$ cat src/rtl/calc2_port_agent.sv
// ---------------------------------------------------------------------------
// calc2_port_agent
//
// Request/response agent for one calc2 port. Instantiate one per
// reqN/out_respN link.
//
// Upstream requests {cmd, op1, op2, id} are buffered in a small FIFO. Each
// buffered request gets the lowest free 2-bit calc2 tag and is sent over the
// two-cycle command link. The first cycle carries cmd, op1 and the tag. The
// second cycle carries op2 with cmd and tag set to zero.
//
// Downstream responses are matched by tag against the set of tags that are
// awaiting a result. Each matched result is queued in arrival order together
// with the caller id of the originating request. A tag stays allocated until
// its result is popped from the response queue. At most four results can
// therefore ever be queued, so the 4-deep queue cannot overflow.
//
// Ports
//   c_clk, reset                     clock, asynchronous active-high reset
//   req_valid/req_ready              upstream request handshake
//   req_cmd/req_op1/req_op2/req_id   request payload
//   cmd_out/data_out/tag_out         registered command link to calc2
//   resp_in/rdata_in/rtag_in         response link from calc2
//   rsp_valid/rsp_ready              result handshake towards the consumer
//   rsp_code/rsp_data/rsp_id/rsp_tag result payload taken from the queue head
//   outstanding                      tags issued or holding an unpopped result
//   busy                             FIFO non-empty or any tag allocated
//   err_spurious                     sticky: unexpected response seen
//   err_timeout                      sticky: some tag waited TIMEOUT cycles
// ---------------------------------------------------------------------------
module calc2_port_agent #(
    parameter int REQ_DEPTH = 4,
    parameter int DATA_W    = 32,
    parameter int ID_W      = 4,
    parameter int TIMEOUT   = 64
) (
    input  logic              c_clk,
    input  logic              reset,
    input  logic              req_valid,
    output logic              req_ready,
    input  logic [3:0]        req_cmd,
    input  logic [DATA_W-1:0] req_op1,
    input  logic [DATA_W-1:0] req_op2,
    input  logic [ID_W-1:0]   req_id,
    output logic [3:0]        cmd_out,
    output logic [DATA_W-1:0] data_out,
    output logic [1:0]        tag_out,
    input  logic [1:0]        resp_in,
    input  logic [DATA_W-1:0] rdata_in,
    input  logic [1:0]        rtag_in,
    output logic              rsp_valid,
    input  logic              rsp_ready,
    output logic [1:0]        rsp_code,
    output logic [DATA_W-1:0] rsp_data,
    output logic [ID_W-1:0]   rsp_id,
    output logic [1:0]        rsp_tag,
    output logic [2:0]        outstanding,
    output logic              busy,
    output logic              err_spurious,
    output logic              err_timeout
);

    localparam logic [1:0] ST_IDLE = 2'd0;
    localparam logic [1:0] ST_OP1  = 2'd1;
    localparam logic [1:0] ST_OP2  = 2'd2;

    localparam int AW = (REQ_DEPTH > 1) ? $clog2(REQ_DEPTH) : 1;
    localparam int CW = AW + 1;
    localparam int TW = (TIMEOUT > 0) ? $clog2(TIMEOUT + 1) : 1;
    localparam logic [TW-1:0] TO_LIMIT = TW'(TIMEOUT);

    // Timeout counters saturate at the limit, so they never wrap and re-arm.
    function automatic logic [TW-1:0] sat_inc(input logic [TW-1:0] v);
        return (v == TO_LIMIT) ? v : v + TW'(1);
    endfunction

    // ---------------------------------------------------------------- request FIFO
    logic [3:0]        fq_cmd [REQ_DEPTH];
    logic [DATA_W-1:0] fq_op1 [REQ_DEPTH];
    logic [DATA_W-1:0] fq_op2 [REQ_DEPTH];
    logic [ID_W-1:0]   fq_id  [REQ_DEPTH];
    logic [AW-1:0]     fq_wr;
    logic [AW-1:0]     fq_rd;
    logic [CW-1:0]     fq_cnt;
    logic              fq_push;
    logic              fq_pop;
    logic              fq_empty;

    assign req_ready = (fq_cnt != CW'(REQ_DEPTH));
    assign fq_empty  = (fq_cnt == '0);
    assign fq_push   = req_valid && req_ready;

    always_ff @(posedge c_clk or posedge reset) begin
        if (reset) begin
            fq_wr  <= '0;
            fq_rd  <= '0;
            fq_cnt <= '0;
        end else begin
            if (fq_push) fq_wr <= fq_wr + AW'(1);
            if (fq_pop)  fq_rd <= fq_rd + AW'(1);
            if (fq_push && !fq_pop)      fq_cnt <= fq_cnt + CW'(1);
            else if (fq_pop && !fq_push) fq_cnt <= fq_cnt - CW'(1);
        end
    end

    always_ff @(posedge c_clk) begin
        if (fq_push) begin
            fq_cmd[fq_wr] <= req_cmd;
            fq_op1[fq_wr] <= req_op1;
            fq_op2[fq_wr] <= req_op2;
            fq_id[fq_wr]  <= req_id;
        end
    end

    // ---------------------------------------------------------------- tag allocation
    logic [3:0]      tag_busy;   // allocated: issued, or result still queued
    logic [3:0]      tag_await;  // issued and no response captured yet
    logic [TW-1:0]   to_cnt [4];
    logic [3:0]      to_hit;
    logic [ID_W-1:0] id_mem [4];
    logic [1:0]      free_tag;
    logic            tag_avail;

    // Lowest free tag. tag_busy is registered, so a tag freed by a pop is
    // only seen as free from the edge after that pop.
    always_comb begin
        free_tag  = 2'd0;
        tag_avail = 1'b0;
        for (int i = 3; i >= 0; i--) begin
            if (!tag_busy[i]) begin
                free_tag  = 2'(i);
                tag_avail = 1'b1;
            end
        end
    end

    always_comb begin
        outstanding = 3'd0;
        for (int i = 0; i < 4; i++) begin
            outstanding = outstanding + {2'b00, tag_busy[i]};
        end
    end

    assign busy = !fq_empty || (tag_busy != 4'd0);

    // ---------------------------------------------------------------- issue FSM
    logic [1:0]        state;
    logic [DATA_W-1:0] op2_hold;
    logic              issue;

    // A new op may start in any cycle except the OP1 cycle, because OP2 must
    // follow OP1 on the link.
    assign issue  = !fq_empty && tag_avail && (state != ST_OP1);
    assign fq_pop = issue;

    always_ff @(posedge c_clk or posedge reset) begin
        if (reset) begin
            state    <= ST_IDLE;
            cmd_out  <= 4'd0;
            data_out <= '0;
            tag_out  <= 2'd0;
        end else if (issue) begin
            state    <= ST_OP1;
            cmd_out  <= fq_cmd[fq_rd];
            data_out <= fq_op1[fq_rd];
            tag_out  <= free_tag;
        end else if (state == ST_OP1) begin
            state    <= ST_OP2;
            cmd_out  <= 4'd0;
            data_out <= op2_hold;
            tag_out  <= 2'd0;
        end else begin
            state    <= ST_IDLE;
            cmd_out  <= 4'd0;
            data_out <= '0;
            tag_out  <= 2'd0;
        end
    end

    always_ff @(posedge c_clk) begin
        if (issue) begin
            op2_hold         <= fq_op2[fq_rd];
            id_mem[free_tag] <= fq_id[fq_rd];
        end
    end

    // ---------------------------------------------------------------- response capture
    logic [1:0]        rq_code [4];
    logic [DATA_W-1:0] rq_data [4];
    logic [ID_W-1:0]   rq_id   [4];
    logic [1:0]        rq_tag  [4];
    logic [1:0]        rq_wr;
    logic [1:0]        rq_rd;
    logic [2:0]        rq_cnt;
    logic              resp_ok;
    logic              resp_hit;
    logic              resp_bad;
    logic              rq_pop;

    assign resp_ok  = (resp_in == 2'd1) || (resp_in == 2'd2);
    assign resp_hit = resp_ok && tag_await[rtag_in];
    assign resp_bad = (resp_in == 2'd3) || (resp_ok && !tag_await[rtag_in]);

    assign rsp_valid = (rq_cnt != 3'd0);
    assign rq_pop    = rsp_valid && rsp_ready;

    // Queue storage is not reset, so the payload is masked while the queue is empty.
    assign rsp_code = rsp_valid ? rq_code[rq_rd] : 2'd0;
    assign rsp_data = rsp_valid ? rq_data[rq_rd] : '0;
    assign rsp_id   = rsp_valid ? rq_id[rq_rd]   : '0;
    assign rsp_tag  = rsp_valid ? rq_tag[rq_rd]  : 2'd0;

    always_ff @(posedge c_clk or posedge reset) begin
        if (reset) begin
            rq_wr  <= 2'd0;
            rq_rd  <= 2'd0;
            rq_cnt <= 3'd0;
        end else begin
            if (resp_hit) rq_wr <= rq_wr + 2'd1;
            if (rq_pop)   rq_rd <= rq_rd + 2'd1;
            if (resp_hit && !rq_pop)      rq_cnt <= rq_cnt + 3'd1;
            else if (rq_pop && !resp_hit) rq_cnt <= rq_cnt - 3'd1;
        end
    end

    always_ff @(posedge c_clk) begin
        if (resp_hit) begin
            rq_code[rq_wr] <= resp_in;
            rq_data[rq_wr] <= rdata_in;
            rq_id[rq_wr]   <= id_mem[rtag_in];
            rq_tag[rq_wr]  <= rtag_in;
        end
    end

    // ---------------------------------------------------------------- tag state and errors
    // A counter that is about to reach the limit in this cycle flags a timeout,
    // unless that tag's response is being captured in the same cycle.
    always_comb begin
        to_hit = 4'd0;
        if (TIMEOUT != 0) begin
            for (int i = 0; i < 4; i++) begin
                to_hit[i] = tag_await[i] && !(resp_hit && (rtag_in == 2'(i)))
                            && (sat_inc(to_cnt[i]) == TO_LIMIT);
            end
        end
    end

    always_ff @(posedge c_clk or posedge reset) begin
        if (reset) begin
            tag_busy     <= 4'd0;
            tag_await    <= 4'd0;
            err_spurious <= 1'b0;
            err_timeout  <= 1'b0;
            for (int i = 0; i < 4; i++) begin
                to_cnt[i] <= '0;
            end
        end else begin
            for (int i = 0; i < 4; i++) begin
                if (issue && (free_tag == 2'(i))) begin
                    tag_busy[i]  <= 1'b1;
                    tag_await[i] <= 1'b1;
                    to_cnt[i]    <= '0;
                end else begin
                    if (rq_pop && (rq_tag[rq_rd] == 2'(i))) begin
                        tag_busy[i] <= 1'b0;
                    end
                    if (resp_hit && (rtag_in == 2'(i))) begin
                        tag_await[i] <= 1'b0;
                        to_cnt[i]    <= '0;
                    end else if (tag_await[i] && (TIMEOUT != 0)) begin
                        to_cnt[i] <= sat_inc(to_cnt[i]);
                    end
                end
            end
            if (to_hit != 4'd0) err_timeout  <= 1'b1;
            if (resp_bad)       err_spurious <= 1'b1;
        end
    end

endmodule

$ cat config.mk
export PLATFORM = sky130hd
export DESIGN_NAME = calc2_port_agent
export DESIGN_NICKNAME = d
export VERILOG_FILES = /design/src/rtl/calc2_port_agent.sv
export SDC_FILE = /design/constraint.sdc
export NUM_CORES = 1
export LEC_CHECK = 0
export ABC_AREA = 1
export BUFFER_PORTS_ARGS = -buffer_cell sky130_fd_sc_hd__buf_2
export CORE_MARGIN = 5
export CORE_UTILIZATION = 50
export CTS_CLUSTER_DIAMETER = 100
export DETAILED_ROUTE_END_ITERATION = 6
export PLACE_DENSITY = 0.81
export SKIP_CTS_REPAIR_TIMING = 1
export SYNTH_ARGS = -nofsm -noshare
export SYNTH_HDL_FRONTEND = slang
export SYNTH_SLANG_ARGS = --single-unit
$ cat constraint.sdc
create_clock -name c_clk -period 8.8 [get_ports c_clk]
set_input_delay 1.32 -clock c_clk [delete_from_list [all_inputs] [get_ports c_clk]]
set_output_delay 1.32 -clock c_clk [all_outputs]
set_load 0.05 [all_outputs]
==> flow_metrics.env <==
export IMPL_status="complete, no violations"
export IMPL_path_clk_slew_ps=70
export IMPL_internal_power_mw=6.14
export IMPL_worstSetupStartpoint="rq_rd[0]"
export IMPL_hold_class="reg -> reg"
export IMPL_cts_root_buffer="clkbuf_16"
export IMPL_rr_endpoint="data_out[28]"
export IMPL_hold_slack_ps=474
export IMPL_cp_data_arrival_time_ps=3240
export IMPL_pwr_share_clk_pct=23.5
export IMPL_htree_levels=2
export IMPL_row_count=78
export IMPL_r2r_start="fq_rd[1]"
export IMPL_grtUsageTotal_pct=19.7
export IMPL_ys_flop_type="edfxtp_1"
export IMPL_ir_drop_mv=0.365
export IMPL_place_congestion=0.818
export IMPL_setup_worst_path_end_class="output port"
export IMPL_clk_path_buf_depth=3
export IMPL_combPwrFrac_pct=36.3
export IMPL_start_util_pct=50.6
export IMPL_core_mm2=0.0455
export IMPL_synth_edf_count=496
export IMPL_cts_sinks=588
export IMPL_area_growth_pct=15.2
export IMPL_cts_tree="yes"
export IMPL_cp_max_fo=82
export IMPL_dpl_cell_count=2534
export IMPL_insertion_delay_ps=650
export IMPL_fmax_ghz=0.219
export IMPL_finalSetupViolCount=0
export IMPL_viasPerCell=5.53
export IMPL_min_path_cells=1
export IMPL_final_nets=2129
export IMPL_drive_gt1_share_pct=16.9
export IMPL_rrSetupSlack_ps=5500
export IMPL_numCtsBuffers=56
export IMPL_crit_type="reg -> out"
export IMPL_die_area_mm2=0.0505
export IMPL_yosysUniqueCellTypes=40
export IMPL_relSlewSlack_pct=24.2
export IMPL_min_period_over_period_pct=51.9
export IMPL_cap_viol_max_count=0
export IMPL_dr_first_iter_drc_count=1211
export IMPL_placed_area_mm2=0.0246
export IMPL_port_buffers=197
export IMPL_rsz0062_at_grt="no"
export IMPL_rr_worst_depth=5
export IMPL_die_h_um=225
export IMPL_grt_pass1_vias=14900
export IMPL_ant_nets=0
export IMPL_switchingPower_mw=4.17
export IMPL_synth_warnings=0
export IMPL_die_w_um=225
export IMPL_synthesis_area_mm2=0.0230
export IMPL_postSynthAreaPerCell_um2=12.8
export IMPL_final_core_util_pct=58.3
export IMPL_synthesis_nets=1941
export IMPL_power_density_mw_per_mm2=388
export IMPL_wl_per_cell_um=19.1
export IMPL_route_detailed_drc=0
export IMPL_pwr_share_seq_pct=40.1
export IMPL_maxSlewViolCount=0
export IMPL_nFillCells=3521
export IMPL_clock_skew_ps=51.3
export IMPL_p_leak_nw=9.96
export IMPL_stdcell_area_mm2=0.0265
export IMPL_dr_pass1_iters=5
export IMPL_power_switching_share_pct=40.4
export IMPL_worst_pin_slew_ps=1140
export IMPL_io_pin_count=198
export IMPL_drt_wl_total_um=50300
export IMPL_grt_pass1_wl_um=79300
export IMPL_grt_max_degree=116
export IMPL_via_count=14600
export IMPL_yosys_register_bits=588
export IMPL_synthArstFlopShare_pct=15.6
export IMPL_finalNonFillerCells=2641
export IMPL_grt_antenna_before_repair=17
export IMPL_tns_ps=0
export IMPL_startpoint_type="flop"
export IMPL_ys_seq_area_share_pct=74.7
export IMPL_hpwlAfterDp_um=29700
export IMPL_design_power_total_mw=10.3
export IMPL_overflow=0
export IMPL_place_ws_ps=4880
export IMPL_netlist_instances=1804
export IMPL_final_hold_viol_count=0
export IMPL_final_setup_worst_slack_ps=4240
export IMPL_critPathCapture="rsp_tag[0]"
export IMPL_cp_required_ps=7480
export IMPL_min_period_ps=4560
-- per-layer routing --
| metal | vias up | wire length [um] | global-route usage [%] |
|---|---|---|---|
| li1 | 6782 | - | - |
| met1 | 7116 | 19200 | 24.0 |
| met2 | 577 | 26000 | 35.0 |
| met3 | 112 | 4050 | 5.34 |
| met4 | 28 | 998 | 4.95 |
| met5 | - | 175 | 0 |
-- how the worst min path moves through the flow --
stage,endpoint,start,slack [ps]
final,data_out[14],op2_hold[14],470
after global routing,data_out[13],op2_hold[13],480
after CTS,data_out[13],op2_hold[13],470
after detailed placement,data_out[0],op2_hold[0],450
after global placement,data_out[13],op2_hold[13],450
after floorplan,data_out[0],op2_hold[0],440
-- worst max-delay path, stage by stage, from the launching register on --
cell	delay, ps
dfrtp_2	340
buf_4	650
inv_2	670
o21ai_0	360
o22a_1	250
nor2_1	80
buf_2	240
-- Yosys cell counts, types with 2 or more instances --
master / n / area (um^2)
a21oi_1: 75 / 375
a22oi_1: 6 / 45.0
a32o_1: 32 / 320
and2_1: 3 / 18.8
buf_1: 10 / 37.5
buf_2: 19 / 95.1
clkbuf_1: 54 / 203
clkinv_1: 2 / 7.51
dfrtp_1: 92 / 2300
edfxtp_1: 496 / 14900
fa_1: 3 / 60.1
ha_1: 22 / 275
inv_1: 94 / 353
inv_2: 16 / 60.1
nand2_1: 200 / 751
nand2_2: 4 / 25.0
nand3_1: 73 / 365
nand3_2: 3 / 30.0
nand4_1: 10 / 62.6
nor2_1: 295 / 1110
nor2_2: 5 / 31.3
nor3_1: 3 / 15.0
o21ai_0: 192 / 961
o21ai_1: 29 / 145
o21bai_1: 3 / 22.5
o22ai_1: 36 / 225
or2_2: 2 / 12.5
xnor2_1: 3 / 26.3
xor2_1: 11 / 96.3
-- layout make-up --
class | count | area [um^2] | share of cell area, %
flip-flops and latches | 588 | 17200 | 64.8
multi-input cells | 1020 | 5140 | 19.4
clock buffers | 64 | 1430 | 5.40
repair buffers | 214 | 1110 | 4.20
well taps | 600 | 751 | 2.83
clock inverters | 41 | 459 | 1.73
inverters | 112 | 425 | 1.60
diodes | 2 | 5.00 | 0.0189
-- layout by cell type (no fill, tap or decap), drive strengths merged --
cell	count
nor3	5
buf	214
inv	111
diode	2
o22ai	36
nand4	10
o21ai	221
o21a	1
clkinvlp	4
fa	3
o21bai	3
nand3b	1
nand3	77
a32o	32
clkbuf	64
dfrtp	92
nand2	204
or2	2
xnor2	3
bufinv	7
clkinv	31
o22a	1
xor2	11
a22oi	6
a21oi	76
nor2	301
ha	22
and2	3
mux2	1
edfxtp	496
nor4	1
-- power by group through the flow --
stage	clock (mW)	sequential [mW]	combinational (mW)
after floorplan	0	4.36	2.53
final	2.43	4.14	3.74
after detailed placement	0	4.19	3.73
after CTS	2.46	4.14	3.77
after global routing	2.59	4.20	4.08
after global placement	0	4.16	3.63
-- sequential cells by signal, indices dropped and copies added, names as in the netlist, 3 cells and up --
signal     flops
tag_await      4
id_mem        16
rq_id         16
fq_id         16
rq_code        8
cmd_out        4
op2_hold      32
fq_op2       128
fq_cnt         3
data_out      32
rq_data      128
tag_busy       4
rq_cnt         3
fq_cmd        16
to_cnt        28
rq_tag         8
fq_op1       128
-- cell families after synthesis --
logic type	share of synthesized area, %
AO/OA/AOI/OAI	9.20
XOR/XNOR	0.532
adder cells (fa/ha/maj)	1.46
buffers and inverters	3.30
flip-flops	74.7
multiplexers	0.0489
AND/OR/NAND/NOR	10.8
No activity file was read; power rests on OpenSTA's default activity.
